File: config.mk
export PLATFORM = sky130hd
export DESIGN_NAME = iter_alu
export DESIGN_NICKNAME = d
export VERILOG_FILES = /design/src/rtl/iter_alu.sv
export SDC_FILE = /design/constraint.sdc
export NUM_CORES = 1
export LEC_CHECK = 0
export BUFFER_PORTS_ARGS = -buffer_cell sky130_fd_sc_hd__buf_2
export CAP_MARGIN = 15
export CORE_UTILIZATION = 56
export CTS_CLUSTER_DIAMETER = 50
export DETAILED_ROUTE_END_ITERATION = 10
export PLACE_DENSITY = 0.79
export SLEW_MARGIN = 0
export SYNTH_ARGS = -nofsm -noshare
export SYNTH_HDL_FRONTEND = slang
export SYNTH_SLANG_ARGS = --single-unit
File: constraint.sdc
create_clock -name clk -period 3.5 [get_ports clk]
set_clock_uncertainty 0.15 [all_clocks]
set_input_delay 0.525 -clock clk [delete_from_list [all_inputs] [get_ports clk]]
set_output_delay 0.525 -clock clk [all_outputs]
set_load 0.03 [all_outputs]
File: src/rtl/iter_alu.sv
// Multi-cycle ALU: add/sub/logic/compare finish in one step, multiply and
// divide iterate one bit per cycle (shift-add and restoring division).
module iter_alu #(
  parameter int WIDTH = 8,
  parameter int CNT_W = $clog2(WIDTH+1)
) (
  input  logic             clk,
  input  logic             rst_n,
  input  logic             start,
  input  logic [3:0]       op,
  input  logic [WIDTH-1:0] a,
  input  logic [WIDTH-1:0] b,
  input  logic             en_unsigned,
  output logic             busy,
  output logic             done,
  output logic [WIDTH-1:0] result,
  output logic [WIDTH-1:0] result_hi,
  output logic [WIDTH-1:0] remainder,
  output logic             zero,
  output logic             overflow,
  output logic             underflow,
  output logic             div_by_zero,
  output logic [1:0]       comp
);

  typedef enum logic [1:0] {S_IDLE, S_RUN, S_DONE} state_t;
  localparam logic [CNT_W-1:0] LAST_STEP = CNT_W'(WIDTH - 1);

  state_t           r_state;
  logic             r_is_div, r_uns, r_neg, r_rem_neg, r_min_neg1;
  logic [WIDTH-1:0] r_mcand, r_acc, r_sh;
  logic [CNT_W-1:0] r_cnt;
  logic             r_done, r_zero, r_ovf, r_unf, r_dbz;
  logic [WIDTH-1:0] r_result, r_result_hi, r_remainder;
  logic [1:0]       r_comp;

  logic             w_is_mul, w_is_div, w_iter, w_sign_a, w_sign_b, w_min_neg1;
  logic [WIDTH-1:0] w_mag_a, w_mag_b;
  logic [WIDTH:0]   w_add, w_sub;
  logic [WIDTH-1:0] w_res, w_rem;
  logic             w_ovf, w_unf, w_dbz;
  logic [1:0]       w_comp;

  assign w_is_mul   = (op[3:1] == 3'b101);
  assign w_is_div   = (op[3:1] == 3'b110);
  assign w_iter     = w_is_mul | (w_is_div & (b != '0));
  assign w_sign_a   = ~en_unsigned & a[WIDTH-1];
  assign w_sign_b   = ~en_unsigned & b[WIDTH-1];
  assign w_mag_a    = w_sign_a ? -a : a;
  assign w_mag_b    = w_sign_b ? -b : b;
  assign w_min_neg1 = ~en_unsigned & (a == {1'b1, {(WIDTH-1){1'b0}}}) & (b == '1);
  assign w_add      = {1'b0, a} + {1'b0, b};
  assign w_sub      = {1'b0, a} - {1'b0, b};

  always_comb begin
    w_comp = 2'b00;
    if (a == b)
      w_comp = 2'b01;
    else if (en_unsigned ? (a > b) : ($signed(a) > $signed(b)))
      w_comp = 2'b10;
  end

  // Single-step results; the divide entry only matters for b == 0.
  always_comb begin
    w_res = '0;
    w_rem = '0;
    w_ovf = 1'b0;
    w_unf = 1'b0;
    w_dbz = 1'b0;
    case (op)
      4'b0000, 4'b0001: begin
        w_res = w_add[WIDTH-1:0];
        if (en_unsigned) begin
          w_ovf = w_add[WIDTH];
        end else begin
          w_ovf = ~a[WIDTH-1] & ~b[WIDTH-1] &  w_add[WIDTH-1];
          w_unf =  a[WIDTH-1] &  b[WIDTH-1] & ~w_add[WIDTH-1];
        end
      end
      4'b0010, 4'b0011: begin
        w_res = w_sub[WIDTH-1:0];
        if (en_unsigned) begin
          w_unf = w_sub[WIDTH];
        end else begin
          w_ovf = ~a[WIDTH-1] &  b[WIDTH-1] &  w_sub[WIDTH-1];
          w_unf =  a[WIDTH-1] & ~b[WIDTH-1] & ~w_sub[WIDTH-1];
        end
      end
      4'b0100: w_res = a & b;
      4'b0101: w_res = a | b;
      4'b0110: w_res = ~(a & b);
      4'b0111: w_res = ~(a | b);
      4'b1000: w_res = a ^ b;
      4'b1001: w_res = ~(a ^ b);
      4'b1100, 4'b1101: begin
        w_res = '1;
        w_rem = a;
        w_dbz = 1'b1;
      end
      4'b1110: w_res = ~a;
      default: ;
    endcase
  end

  // One iteration step: r_acc holds product-high / partial remainder,
  // r_sh holds multiplier bits / dividend-then-quotient bits.
  logic [WIDTH:0]     w_mul_sum, w_div_shift;
  logic [WIDTH-1:0]   w_mul_acc, w_mul_sh, w_div_acc, w_div_sh, w_quot, w_rmd;
  logic               w_div_ok, w_mul_ovf;
  logic [2*WIDTH-1:0] w_prod, w_prod_s;

  assign w_mul_sum   = {1'b0, r_acc} + (r_sh[0] ? {1'b0, r_mcand} : '0);
  assign w_mul_acc   = w_mul_sum[WIDTH:1];
  assign w_mul_sh    = {w_mul_sum[0], r_sh[WIDTH-1:1]};
  assign w_div_shift = {r_acc, r_sh[WIDTH-1]};
  assign w_div_ok    = (w_div_shift >= {1'b0, r_mcand});
  assign w_div_acc   = w_div_ok ? (w_div_shift[WIDTH-1:0] - r_mcand) : w_div_shift[WIDTH-1:0];
  assign w_div_sh    = {r_sh[WIDTH-2:0], w_div_ok};

  assign w_prod    = {w_mul_acc, w_mul_sh};
  assign w_prod_s  = r_neg ? -w_prod : w_prod;
  assign w_mul_ovf = r_uns ? (w_prod_s[2*WIDTH-1:WIDTH] != '0)
                           : (w_prod_s[2*WIDTH-1:WIDTH] != {WIDTH{w_prod_s[WIDTH-1]}});
  assign w_quot    = r_neg ? -w_div_sh : w_div_sh;
  assign w_rmd     = r_rem_neg ? -w_div_acc : w_div_acc;

  always_ff @(posedge clk or negedge rst_n) begin
    if (!rst_n) begin
      r_state     <= S_IDLE;
      r_is_div    <= 1'b0;
      r_uns       <= 1'b0;
      r_neg       <= 1'b0;
      r_rem_neg   <= 1'b0;
      r_min_neg1  <= 1'b0;
      r_mcand     <= '0;
      r_acc       <= '0;
      r_sh        <= '0;
      r_cnt       <= '0;
      r_done      <= 1'b0;
      r_result    <= '0;
      r_result_hi <= '0;
      r_remainder <= '0;
      r_zero      <= 1'b0;
      r_ovf       <= 1'b0;
      r_unf       <= 1'b0;
      r_dbz       <= 1'b0;
      r_comp      <= 2'b00;
    end else begin
      r_done <= 1'b0;
      case (r_state)
        S_IDLE: begin
          if (start) begin
            r_is_div   <= w_is_div;
            r_uns      <= en_unsigned;
            r_neg      <= w_sign_a ^ w_sign_b;
            r_rem_neg  <= w_sign_a;
            r_min_neg1 <= w_min_neg1;
            if (w_iter) begin
              r_state <= S_RUN;
              r_mcand <= w_mag_b;
              r_acc   <= '0;
              r_sh    <= w_mag_a;
              r_cnt   <= '0;
            end else begin
              r_state <= S_DONE;
              r_done  <= 1'b1;
              if (op == 4'b1111) begin
                r_comp <= w_comp;
              end else begin
                r_result    <= w_res;
                r_result_hi <= '0;
                r_remainder <= w_rem;
                r_zero      <= (w_res == '0);
                r_ovf       <= w_ovf;
                r_unf       <= w_unf;
                r_dbz       <= w_dbz;
              end
            end
          end
        end
        S_RUN: begin
          r_acc <= r_is_div ? w_div_acc : w_mul_acc;
          r_sh  <= r_is_div ? w_div_sh  : w_mul_sh;
          r_cnt <= r_cnt + CNT_W'(1);
          if (r_cnt == LAST_STEP) begin
            r_state <= S_DONE;
            r_done  <= 1'b1;
            r_unf   <= 1'b0;
            r_dbz   <= 1'b0;
            if (r_is_div) begin
              r_result    <= w_quot;
              r_result_hi <= '0;
              r_remainder <= w_rmd;
              r_zero      <= (w_quot == '0);
              r_ovf       <= r_min_neg1;
            end else begin
              r_result    <= w_prod_s[WIDTH-1:0];
              r_result_hi <= w_prod_s[2*WIDTH-1:WIDTH];
              r_remainder <= '0;
              r_zero      <= (w_prod_s[WIDTH-1:0] == '0);
              r_ovf       <= w_mul_ovf;
            end
          end
        end
        S_DONE:  r_state <= S_IDLE;
        default: r_state <= S_IDLE;
      endcase
    end
  end

  assign busy        = (r_state != S_IDLE);
  assign done        = r_done;
  assign result      = r_result;
  assign result_hi   = r_result_hi;
  assign remainder   = r_remainder;
  assign zero        = r_zero;
  assign overflow    = r_ovf;
  assign underflow   = r_unf;
  assign div_by_zero = r_dbz;
  assign comp        = r_comp;

endmodule

======== After elaboration in Yosys (flattened, before gate mapping) ========
Cells that the tools add are included.
operators by class
  add/subtract/negate cells ............... 10
  $lt $le $gt $ge ......................... 3
  equal/unequal tests ..................... 26
  muxes and demuxes ....................... 78
  bitwise gates (word level) .............. 28
  reductions and logical operators ........ 18
operators by type and width
  operator                                                               count
  8-bit two-way mux                                                      28
  8-bit one-hot mux with 10 select lines                                 1
  8-bit one-hot mux with 2 select lines                                  5
  8-bit negator                                                          4
  8-bit inverter                                                         4
  1-bit two-way mux                                                      27
  4-bit equality test, second input constant                             6
  8-bit zero test                                                        3
  4-bit by 3-bit equality test with 1-bit output, second input constant  5
  8-bit by 8-bit adder with 9-bit output                                 2
  8-bit equality test, second input constant                             2
  8-bit > comparator                                                     2
  16-bit two-way mux                                                     1
  16-bit negator                                                         1
  8-bit nonzero test                                                     2
  1-bit one-hot mux with 2 select lines                                  7
  1-bit AND                                                              13
  2-bit two-way mux                                                      5
  2-bit != test, second input constant                                   5
  9-bit by 8-bit greater-or-equal comparator with 1-bit output           1
  8-bit by 8-bit subtractor with 9-bit output                            1
  8-bit AND                                                              1
  4-bit by 2-bit equality test with 1-bit output, second input constant  2
  8-bit equality test                                                    1
  other kinds (22)                                                       34
storage, ports and cells
  register bits after elaboration ......... 66
  input bits .............................. 24
  output and inout port bits .............. 32
  logic and storage cells ................. 182

======== Logic depth before layout (Yosys ltp) ========
  depth after elaboration ................. 9
  depth in mapped cells ................... 20
  gate-level depth less buffers ........... 17

======== Worst setup path after synthesis ========
No wires, ideal clock.
  kind .................................... reg2reg
  from .................................... reg r_sh[0]
  to ...................................... reg r_ovf, in the netlist overflow
  library setup time ...................... 126 ps
  arrival ................................. 2981 ps
  data required time ...................... 3224 ps
  setup slack ............................. 243 ps
  cell stages (with the launch flop) ...... 14
  buffers on the path ..................... 0
  period minus slack after synthesis ...... 3257 ps
  cells stage by stage .................... dfrtp_1 and2_1 ha_1 fa_1 a211oi_2 nor2_2 xor2_1 nor4b_4 nand3b_1 o21ai_1 xor2_1 and4bb_1 mux2i_1 a221o_1
between the ends
  cells in the longest elaborated chain, start to end .. 9
  elaborated cells on any way between the ends .. 10
  those cells by class .................... 2 x add/sub; 1 x eq/ne; 6 x mux; 1 x reduce/logical
RTL lines
  element                                              RTL line  RTL
  from (decl)                                          31        logic [WIDTH-1:0] r_mcand, r_acc, r_sh;
  from (signal assigned)                               162       r_sh <= w_mag_a;
  from (signal assigned)                               183       r_sh <= r_is_div ? w_div_sh : w_mul_sh;
  8-bit two-way mux *                                  112       assign w_mul_sum = {1'b0, r_acc} + (r_sh[0] ? {1'b0, r_mcand} : '0);
  8-bit by 8-bit adder with 9-bit output *             112
  16-bit negator                                       121       assign w_prod_s = r_neg ? -w_prod : w_prod;
  16-bit two-way mux *                                 121
  8-bit != test or 8-bit nonzero test (tied branches)  123, 122
  1-bit two-way mux *                                  122       assign w_mul_ovf = r_uns ? (w_prod_s[2*WIDTH-1:WIDTH] != '0)
  1-bit two-way mux *                                  190       if (r_is_div) begin
  1-bit two-way mux *                                  185       if (r_cnt == LAST_STEP) begin
  1-bit one-hot mux with 2 select lines *              150       case (r_state)
  to (signal assigned)                                 174       r_ovf <= w_ovf;
  to (signal assigned)                                 195       r_ovf <= r_min_neg1;
  to (signal assigned)                                 201       r_ovf <= w_mul_ovf;
  to (decl)                                            33        logic r_done, r_zero, r_ovf, r_unf, r_dbz;
Every way passes the cells marked *; elsewhere a longest branch is shown, timed or not. The select of a mux whose other input is x is not followed.
A chain may end at the register's enable or synchronous reset.

======== Worst setup path after layout ========
  from .................................... reg r_mcand[0]
  to ...................................... reg r_ovf, in the netlist overflow
between the ends
  cells in the longest elaborated chain, start to end .. 9
  elaborated cells on any way between the ends .. 10
  those cells by class .................... 2 x add/sub; 1 x eq/ne; 6 x mux; 1 x reduce/logical
RTL lines
  element                                              RTL line  RTL
  from (decl)                                          31
  from (signal assigned)                               160       r_mcand <= w_mag_b;
  8-bit two-way mux *                                  112
  8-bit by 8-bit adder with 9-bit output *             112
  16-bit negator                                       121
  16-bit two-way mux *                                 121
  8-bit != test or 8-bit nonzero test (tied branches)  123, 122
  1-bit two-way mux *                                  122
  1-bit two-way mux *                                  190
  1-bit two-way mux *                                  185
  1-bit one-hot mux with 2 select lines *              150
Marked as above.

==> out/results.ini <==
[run_status]
status=complete, no violations

[synth]
yosys.area.top_type=dfrtp_1
synth_edf_count=0
yosysSeqAreaShare_pct=25.3
ys.flop_type=dfrtp_1
ys.warnings.count=0
syn_area_per_cell_um2=7.80
async_flop_share_pct=100
synth_cell_types=76
ys_ff_latch=66
synth_top_area_share_pct=25.3
netlist_instances=838
syn_nets=914
netlist_top_cells_area=dfrtp_1, ha_1, nor2_1
syn_area_um2=6530

[placement]
place.gp.congestion=1.02
place_hpwl_um=14000
pre_cts_slack_ns=0.0482
port_buffers=55
place_area_um2=7030
dp.cells=1016

[clock_network]
clock_latency_ns=0.35
cts_buffer_depth=2
cts_tree=done
clock_sinks=66
clkSlewWorstSetupHoldPaths_ns=0.06
numCtsBuffers=9
htreeDepth=3
cts-root-buf=clkbuf_16

[min_path]
hp-class=input port to flip-flop

[setup_path]
rr_worst_depth=13
reg2reg_setup_slack_ns=0.08
crit_arrival_ns=3.50
r2r_end=overflow$_DFFE_PN0P_
crit_path_start_kind=flip-flop
cp-startpoint=r_mcand[0]$_DFFE_PN0P_
critPathCaptureType=flip-flop
endpoint=overflow$_DFFE_PN0P_
crit_type=flip-flop to flip-flop
required_ns=3.58
crit-reg2reg-launch=r_mcand[0]$_DFFE_PN0P_
path_max_fanout=3

[routing]
first_iter_violations=525
antenna_left=0
vias=6416
via_per_inst=6.22
routedWlPerCell_um=17.8
dr.pass1.iters=5
finalWirelength_um=18300
drc=0

[floorplanning]
start_util_pct=57.5
io_pins=56
rows=39
die_area_um2=12100
die_h_um=110
die_w_um=110
core_um2=11400

[sta]
finalHoldViolations=0
fmax_ghz=0.292
finalCriticalPeriod_ns=3.42
slew-limit-headroom_pct=56.7
final.period_utilization_pct=97.7
setup_viol=0
whs_ns=0.262
drv_slew=0
setup_tns_ns=0
tightest_slew_ns=0.647
finalWorstSetupSlack_ns=0.0801
rsz0062_at_grt=true

[power]
switchingPower_mw=3.32
seqPwrFrac_pct=21.2
power_mw=6.66
power.internal_mw=3.35
ir_drop_mv=0.646
leakagePower_nw=3.35
clock_power_share_pct=12.6
swShare_pct=49.8
power_density_nw_per_um2=905
p_comb_share_pct=66.2

[finish]
syn_to_final_growth_pct=12.8
postLayoutCoreUtil_pct=64.8
postLayoutCellArea_um2=7370
drive_gt1_share_pct=16.5
nNetsFinal=961
stdcell_count=1032
diodes=0

[global_routing]
grt_pass1_vias=5579
grt_max_degree=49
grt_first_pass_wirelength_um=29000
antenna_found_initial=0
grt_usage_pct=31.8
grt.overflow.total=0

[job]
drv_cap=0

flip-flops by register name, indices dropped and copies added (netlist names):
| name | cells |
|---|---|
| remainder | 8 |
| r_uns | 1 |
| r_rem_neg | 1 |
| r_neg | 1 |
| r_sh | 8 |
| comp | 2 |
| zero | 1 |
| r_mcand | 8 |
| r_min_neg1 | 1 |
| r_acc | 8 |
| overflow | 1 |
| done | 1 |
| r_state | 2 |
| result_hi | 8 |
| div_by_zero | 1 |
| r_cnt | 4 |
| result | 8 |
| underflow | 1 |
| r_is_div | 1 |
layout by cell type (no fill, tap or decap), types with 34 or more instances in the layout:
cell,instances
dfrtp_1,66
buf_2,55
inv_1,50
o21ai_0,55
nand2_1,78
ha_1,47
xnor2_1,41
nor2_1,98
buf_4,34
a21oi_1,63
repair_timing:
action	in CTS	in global routing
hold buffers	1	0
gates resized for setup	0	10
setup buffers	0	0
setup endpoints to repair	0	8
hold endpoints to repair	18	0
cells by family (layout without fill, tap and decap cells):
logic type,Yosys count,after routing,synth area share (%)
AO/OA/AOI/OAI,248,248,25.1
adder cells (fa/ha/maj),52,52,10.4
AND/OR/NAND/NOR,277,277,20.0
multiplexers,26,26,4.29
flip-flops,66,66,25.3
XOR/XNOR,62,62,8.66
buffers and inverters,107,158,6.30
power groups by stage:
| stage | Sequential (mW) | Clock (mW) | Combinational [mW] |
|---|---|---|---|
| finish | 1.41 | 0.840 | 4.41 |
| CTS | 1.40 | 0.855 | 4.28 |
| global route | 1.47 | 0.892 | 4.81 |
| floorplan | 1.54 | 0 | 3.01 |
| detailed placement | 1.41 | 0 | 4.25 |
| global placement | 1.40 | 0 | 4.21 |
per-layer routing:
metal	wire [um]	vias to the layer above	share of wire, %	global-route usage [%]
li1	-	3071	-	-
met1	8010	2981	44	44.1
met3	1780	41	9.7	7.47
met4	564	0	3.1	12.7
met2	7970	323	44	47.4
met5	0	-	0	0
synthesized netlist by cell type, drive strengths merged (6+ instances only):
master and instances:
nor2 102, nand2 78, dfrtp 66, a21oi 65, o21ai 61, inv 51
ha 48, clkbuf 41, xnor2 41, a211oi 21, xor2 21, mux2i 19
o31ai 18, nand3 17, nor3 15, buf 13, nand2b 10, a21o 9
nand4 9, nor2b 9, o22ai 8, a221oi 7, a22oi 7, nor4 7
or3 7, a31oi 6, mux2 6
worst min path at each step:
stage	end	slack [ns]	startpoint	depth (start not counted)
4_1_cts	r_cnt[3]$_DFFE_PN0P_	0.25	start	2
3_5_place_dp	result_hi[3]$_DFFE_PN0P_	0.30	result_hi[3]$_DFFE_PN0P_	2
3_3_place_gp	result_hi[3]$_DFFE_PN0P_	0.30	result_hi[3]$_DFFE_PN0P_	2
5_1_grt	r_cnt[3]$_DFFE_PN0P_	0.27	start	2
6_report	r_cnt[3]$_DFFE_PN0P_	0.26	start	2
2_1_floorplan	comp[0]$_DFFE_PN0P_	0.08	rst_n	0
cell type report:
| cell class | count | area [um^2] |
|---|---|---|
| multi-input combinational | 665 | 4530 |
| fill | 1021 | 4000 |
| sequential | 66 | 1650 |
| timing repair buffer | 90 | 541 |
| clock buffer | 12 | 256 |
| inverter | 53 | 199 |
| tap | 143 | 179 |
| clock inverter | 3 | 15.0 |
worst max-delay path, stage by stage, from the launching register on:
cell	delay [ns]
dfrtp_1	0.40
and2_4	0.17
ha_4	0.16
fa_2	0.40
a211oi_2	0.25
nor2_2	0.08
xor2_2	0.16
nor4b_4	0.32
nand4_1	0.15
o31ai_2	0.26
xor2_1	0.22
nor3b_2	0.19
mux2i_1	0.09
a221o_1	0.30
Power figures use the tool's default switching activity.
